**config.mk**
```make
export PLATFORM = sky130hd
export DESIGN_NAME = ro_vn_extractor
export DESIGN_NICKNAME = d
export VERILOG_FILES = /design/src/rtl/ro_vn_extractor.sv
export SDC_FILE = /design/constraint.sdc
export NUM_CORES = 1
export LEC_CHECK = 0
export CAP_MARGIN = 10
export CORE_MARGIN = 5
export CORE_UTILIZATION = 45
export DETAILED_ROUTE_END_ITERATION = 16
export PLACE_DENSITY = 0.67
export SYNTH_ARGS = -nofsm -noshare
export SYNTH_HDL_FRONTEND = slang
export SYNTH_SLANG_ARGS = --single-unit
```
**constraint.sdc**
```tcl
create_clock -name clk -period 2.3 [get_ports clk]
set_input_delay 0.23 -clock clk [delete_from_list [all_inputs] [get_ports clk]]
set_output_delay 0.23 -clock clk [all_outputs]
set_load 0.01 [all_outputs]
```
**src/rtl/ro_vn_extractor.sv**
```systemverilog
// Ring-oscillator sampler: 2-flop synchronizer, fixed-rate strobe, von Neumann
// pair extractor, byte packer and show-ahead byte FIFO with valid/ready read.
module ro_vn_extractor #(
  parameter int unsigned SAMPLE_DIV = 16,
  parameter int unsigned FIFO_DEPTH = 4
) (
  input  logic       clk,
  input  logic       rst_b,
  input  logic       ro_in,
  input  logic       en,
  input  logic       rd_ready,
  output logic [7:0] rd_data,
  output logic       rd_valid,
  output logic [7:0] drop_cnt
);

  localparam int unsigned TW = (SAMPLE_DIV > 1) ? $clog2(SAMPLE_DIV) : 1;
  localparam logic [TW-1:0] TMAX = TW'(SAMPLE_DIV - 1);
  localparam int unsigned AW = $clog2(FIFO_DEPTH);
  localparam int unsigned CW = AW + 1;
  localparam logic [CW-1:0] FULL = CW'(FIFO_DEPTH);

  typedef enum logic {FIRST, SECOND} pair_state_t;

  logic              sync1, sync2;
  logic [TW-1:0]     tcnt;
  logic              strobe;
  pair_state_t       state, state_nxt;
  logic              first_bit;
  logic              emit;
  // Only the 7 oldest bits are stored; the 8th goes straight into the FIFO.
  logic [6:0]        shreg;
  logic [2:0]        bcnt;
  logic              push;
  logic [7:0]        byte_in;
  logic [7:0]        mem [FIFO_DEPTH];
  logic [AW-1:0]     rptr, wptr;
  logic [CW-1:0]     count;
  logic              pop, accept;

  always_ff @(posedge clk or negedge rst_b) begin
    if (!rst_b) begin
      sync1 <= 1'b0;
      sync2 <= 1'b0;
    end else begin
      sync1 <= ro_in;
      sync2 <= sync1;
    end
  end

  always_ff @(posedge clk or negedge rst_b) begin
    if (!rst_b)              tcnt <= '0;
    else if (!en)            tcnt <= '0;
    else if (tcnt == TMAX)   tcnt <= '0;
    else                     tcnt <= tcnt + 1'b1;
  end

  assign strobe = en && (tcnt == TMAX);

  always_ff @(posedge clk or negedge rst_b) begin
    if (!rst_b) begin
      state     <= FIRST;
      first_bit <= 1'b0;
    end else begin
      state <= state_nxt;
      if (strobe && state == FIRST) first_bit <= sync2;
    end
  end

  always_comb begin
    state_nxt = state;
    emit      = 1'b0;
    if (!en) begin
      state_nxt = FIRST;
    end else if (strobe) begin
      unique case (state)
        FIRST:  state_nxt = SECOND;
        SECOND: begin
          state_nxt = FIRST;
          emit      = (sync2 != first_bit);
        end
        default: state_nxt = FIRST;
      endcase
    end
  end

  // Emitted bit equals first_bit for both surviving pairs (10 -> 1, 01 -> 0).
  assign byte_in = {shreg, first_bit};
  assign push    = emit && (bcnt == 3'd7);

  always_ff @(posedge clk or negedge rst_b) begin
    if (!rst_b) begin
      shreg <= '0;
      bcnt  <= '0;
    end else if (!en) begin
      bcnt <= '0;
    end else if (emit) begin
      shreg <= byte_in[6:0];
      bcnt  <= bcnt + 3'd1;
    end
  end

  assign rd_valid = (count != '0);
  assign rd_data  = rd_valid ? mem[rptr] : '0;
  assign pop      = rd_valid && rd_ready;
  assign accept   = push && ((count != FULL) || pop);

  always_ff @(posedge clk) begin
    if (accept) mem[wptr] <= byte_in;
  end

  always_ff @(posedge clk or negedge rst_b) begin
    if (!rst_b) begin
      wptr     <= '0;
      rptr     <= '0;
      count    <= '0;
      drop_cnt <= '0;
    end else begin
      if (accept) wptr <= wptr + 1'b1;
      if (pop)    rptr <= rptr + 1'b1;
      case ({accept, pop})
        2'b10:   count <= count + 1'b1;
        2'b01:   count <= count - 1'b1;
        default: count <= count;
      endcase
      if (push && !accept && drop_cnt != 8'hFF) drop_cnt <= drop_cnt + 8'd1;
    end
  end

endmodule

```
# After elaboration in Yosys (flattened, before gate mapping)
# Memory sizes are Yosys's and may differ from the RTL's.
# Cells that the tools add are included.
[totals]
register_bits = 33
ramBits = 32
in_bits = 5
output_inout_bits = 17
elab_cells = 55
n_memories = 1
[memory_table]
columns = ["name", "words", "width", "rd", "rd_clocked_by_memory_dff", "wr", "line_no", "rtl"]
rows = [
  ["mem", 4, 8, 1, 0, 1, "36", "logic [7:0] mem [FIFO_DEPTH];"],
]
[op_classes]
add_sub_neg = 7
eq_ne = 9
mux = 14
n_bitwise = 1
reduce_logical = 12
[op_table]
columns = ["cell", "count"]
rows = [
  ["adder 8 x 1 -> 8 bit, second input constant", 1],
  ["two-way mux 4 bit", 2],
  ["two-way mux 8 bit", 1],
  ["!= test 8 bit, second input constant", 1],
  ["logical AND 1 bit", 7],
  ["two-way mux 1 bit", 7],
  ["adder 3 x 1 -> 3 bit, second input constant", 2],
  ["two-way mux 3 bit", 2],
  ["one-hot mux 3 bit (2 select lines)", 1],
  ["adder 2 x 1 -> 2 bit, second input constant", 2],
  ["adder 4 x 1 -> 4 bit, second input constant", 1],
  ["equality test 4 bit, second input constant", 1],
  ["!= test 2 x 1 -> 1 bit, second input constant", 2],
  ["equality test 3 bit, second input constant", 1],
  ["!= test 3 bit, second input constant", 1],
  ["nonzero test 3 bit", 1],
  ["subtractor 3 x 1 -> 3 bit, second input constant", 1],
  ["equality test 2 x 1 -> 1 bit, second input constant", 1],
  ["equality test 2 bit, second input constant", 1],
  ["one-hot mux 1 bit (2 select lines)", 1],
  ["AND reduction 2 bit", 1],
  ["nonzero test 2 bit", 1],
  ["logical NOT 1 bit", 1],
  ["logical OR 1 bit", 1],
  ["other kinds (2)", 2],
]

# Depth between registers and ports, before layout
[depth]
depth_word = 9
depth_mapped = 12

# Worst setup path before layout
# Ideal clock, no wire load.
[synth_path]
kind = "register -> register"
start = "register tcnt[0]"
end = "register count[2]"
setup_ps = 79
arrival_time_ps = 2139
path_slack_ps = 81
path_stages_with_launch = 13
path_buffers = 1
path_cell_list = "dfrtp_1 -> ha_1 -> and3_1 -> buf_2 -> nand4_4 -> nor2_2 -> inv_1 -> ha_1 -> inv_1 -> fa_1 -> xor2_1 -> nor2_1 -> xor2_1"
[synth_via]
elab_chain_cells = 8
word_cells_on_any_way = 10
cone_classes = "eq/ne: 3; mux: 3; reduce/logical: 4"
[synth_rtl]
columns = ["element", "line_no", "rtl"]
rows = [
  ["start, declared", "26", "logic [TW-1:0] tcnt;"],
  ["start signal, assigned", "55", "else tcnt <= tcnt + 1'b1;"],
  ["equality test 4 bit *", "58", "assign strobe = en && (tcnt == TMAX);"],
  ["logical AND 1 bit *", "58", ""],
  ["two-way mux 1 bit *", "75", "end else if (strobe) begin"],
  ["two-way mux 1 bit *", "73", "if (!en) begin"],
  ["logical AND 1 bit *", "89", "assign push = emit && (bcnt == 3'd7);"],
  ["logical AND 1 bit *", "106", "assign accept = push && ((count != FULL) || pop);"],
  ["equality test 2 x 1 -> 1 bit or equality test 2 bit (tied branches)", "121", "case ({accept, pop})"],
  ["one-hot mux 3 bit (2 select lines) or nonzero test 2 bit (tied branches)", "-", ""],
  ["end signal, assigned", "122", "2'b10: count <= count + 1'b1;"],
  ["end signal, assigned", "123", "2'b01: count <= count - 1'b1;"],
  ["end signal, assigned", "124", "default: count <= count;"],
  ["end, declared", "38", "logic [CW-1:0] count;"],
]
# Mark *: on every way between the ends. The rest lies on a longest branch, timed or not.
# A chain may end at the register's enable or synchronous reset.

# Worst setup path in the final report
# Ends and elaborated chain as after synthesis.

==> run metrics <==
outcome finished, final reports clean; Flop pwr share 51.4%; period utilisation layout 96.6%; Finish-stage setup viols 0; Util after Layout 55.2%; commonest non-fill, non-tap cell in the layout dfrtp_1; syn_nets 193; met1 Use GR 16.6%; TritonRoute pass-1 iters 4; largest stage delay on the critical path 0.41 ns; Max Root-Sink Buffers 2; grt ovf 0; # IOs 22; area grow syn2layout 19.1%; Post-Synthesis Cells 178; CTS Hold Bufs 0; initial antenna violation count 0; Worst path depth 11; first-pass GRT wire length 7.83 mm; GRT Overall Usage 13.8%; clock share of power 33.6%; worst slew pin tran 0.550 ns; most frequent cells in the layout dfrtp_1, edfxtp_1, clkdlybuf4s50_1, and2_1, xor2_1; Nets 227; die width 88.1 µm; Gate power share 15.0%; post-route setup slack 0.0787 ns; crit path buf inv count 2; final instance area 3270 µm²; Max Slew Vio Count 0; max frequency 450 MHz; switching part of the total 24.7%; Skew-Pair Late Insertion Delay 0.33 ns; Worst Reg-to-Reg Cells 11; Worst VDD drop 0.424 mV; Final Hold Viols 0; CP Data Required Time 2.54 ns; crit-path leading delay family adder cells; Final HPWL DP 3.17 mm; Root Driver clkbuf_8; Core Rows 28; Netlist cell types 29; Max Cap Violations 0; Worst slew margin 63.2%; Clock Pin Slew Worst Setup and Hold Paths 0.07 ns; Starting Density 46.4%; Critical-path top delay cell dfrtp_1; Die Y 88.1 µm; Startpoint Class flip-flop; vias in the first global route 1,631; core region area 5920 µm²; met3 Use GR 3.67%; fin crit period 2.22 ns; dpl cell area 3080 µm²; Post-Layout Cell Count 292; placed insts 276; worst-path cell chain ha_1 -> and3_1 -> nand4_4 -> nor2_2 -> inv_1 -> ha_1 -> inv_1 -> fa_1 -> xor2_1 -> nor2_1 -> xor2_1; CP endpoint kind flip-flop; grt peak-use layer met2; Pwr Density 799 nW/µm²; number of synthesized register bits 65; hold_ws 0.302 ns; P_sw 645 µW; CP max FO 4; synthesized cell area 2750 µm²; area of the multi-input gates 897 µm²; syn avg cell area 15.4 µm²; WP data arrival 2.47 ns; RSZ-0062 raised after global routing false; worst hold path class input pin to asynchronous set/reset pin; Final TNS setup 0 ns; # clock sinks 65; DIE AREA 7760 µm²; Total Power 2.61 mW; Yosys warning total 0; P_int 1.97 mW; CTS tree built; P_leak 1.45 nW; RePlAce Congestion 0.779; CTS Buf Count 9; Vias 1,515; FILL cells 482; WL per Instance 15.6 µm; Post-DRT Antenna Nets 0; Final Skew 0.00957 ns; GR Util met2 22.8%; post-synthesis sequential area ratio 65.1%; vias per cell 5.19; htree depth 3; DRC viols 0; share of post-route cells with drive strength above 1 18.9%; antenna cells 0; largest net degree at the start of global routing 34; WL final 4.55 mm; Iteration-0 DRC Markers 55; Register Area 1790 µm²; IO Port Bufs 21; Crit Path Class flip-flop to flip-flop; Post-Place Worst Slack 0.0351 ns
power by group through the flow:
| stage | logic [mW] | registers [mW] | clock network (mW) |
|---|---|---|---|
| 3_3_place_gp | 0.368 | 1.36 | 0 |
| 3_5_place_dp | 0.394 | 1.37 | 0 |
| 6_report | 0.392 | 1.34 | 0.877 |
| 4_1_cts | 0.401 | 1.34 | 0.902 |
| 2_1_floorplan | 0.285 | 1.32 | 0 |
| 5_1_grt | 0.435 | 1.35 | 0.956 |
final timing paths:
path,start,end,slack (ns)
worst max-delay path,tcnt[0],count[2],0.08
worst min-delay path,rst_b,drop_cnt[5],0.30
worst max register to register,tcnt[0],count[2],0.08
worst min register to register,sync1,sync2,0.35
max in group asynchronous,rst_b,shreg[6],1.69
min in group clk,ro_in,sync1,0.34
layer usage:
metal	wire (µm)	up-vias
met5	0	-
met4	49	0
met3	225	5
met2	2420	42
met1	1850	756
li1	-	712
cell usage after synthesis:
cell type,instances,share of area [%]
nor2_2,1,0.23
mux2i_1,1,0.36
o21ai_0,3,0.55
a21oi_1,1,0.18
nand4_4,1,0.77
dfrtp_1,33,30
xnor2_1,3,0.96
nor3_1,3,0.55
mux2_2,10,4.1
nor3b_1,1,0.27
o21ai_1,1,0.18
nor2_1,3,0.41
mux4_2,8,6.6
buf_2,4,0.73
fa_1,1,0.73
nor4_1,3,0.68
and2_1,17,3.9
nand3_1,8,1.5
edfxtp_1,32,35
nand4_1,1,0.23
o221a_2,1,0.41
ha_1,9,4.1
or3_1,1,0.23
xor2_1,13,4.1
nand2_1,5,0.68
clkbuf_1,2,0.27
and3_1,2,0.46
nor4b_2,1,0.55
inv_1,9,1.2
final cells by class:
| type | instances | share of cell area, % |
|---|---|---|
| clock buffer | 11 | 4.02 |
| clock inverter | 5 | 1.42 |
| sequential | 65 | 54.6 |
| multi-input combinational | 98 | 27.4 |
| timing repair buffer | 29 | 8.57 |
| tap | 75 | 2.87 |
| inverter | 9 | 1.03 |
flip-flops by register name, indices dropped and copies added (netlist names):
signal,count
state,1
tcnt,4
rptr,2
drop_cnt,8
shreg,7
mem,32
bcnt,3
sync2,1
wptr,2
count,3
sync1,1
first_bit,1
logic make-up after synthesis:
kind of cell | synth area share [%]
compound gates | 1.32
xor+xnor | 5.11
fa+ha+maj | 4.83
buf+inv | 2.23
flops | 65.1
mux | 11.0
simple gates | 10.4
repair_timing:
action,in CTS,in global routing
setup buffers,0,0
gates resized for setup,1,2
endpoints found under the setup margin,1,2
Note: power is estimated with default switching activity, not from simulation.
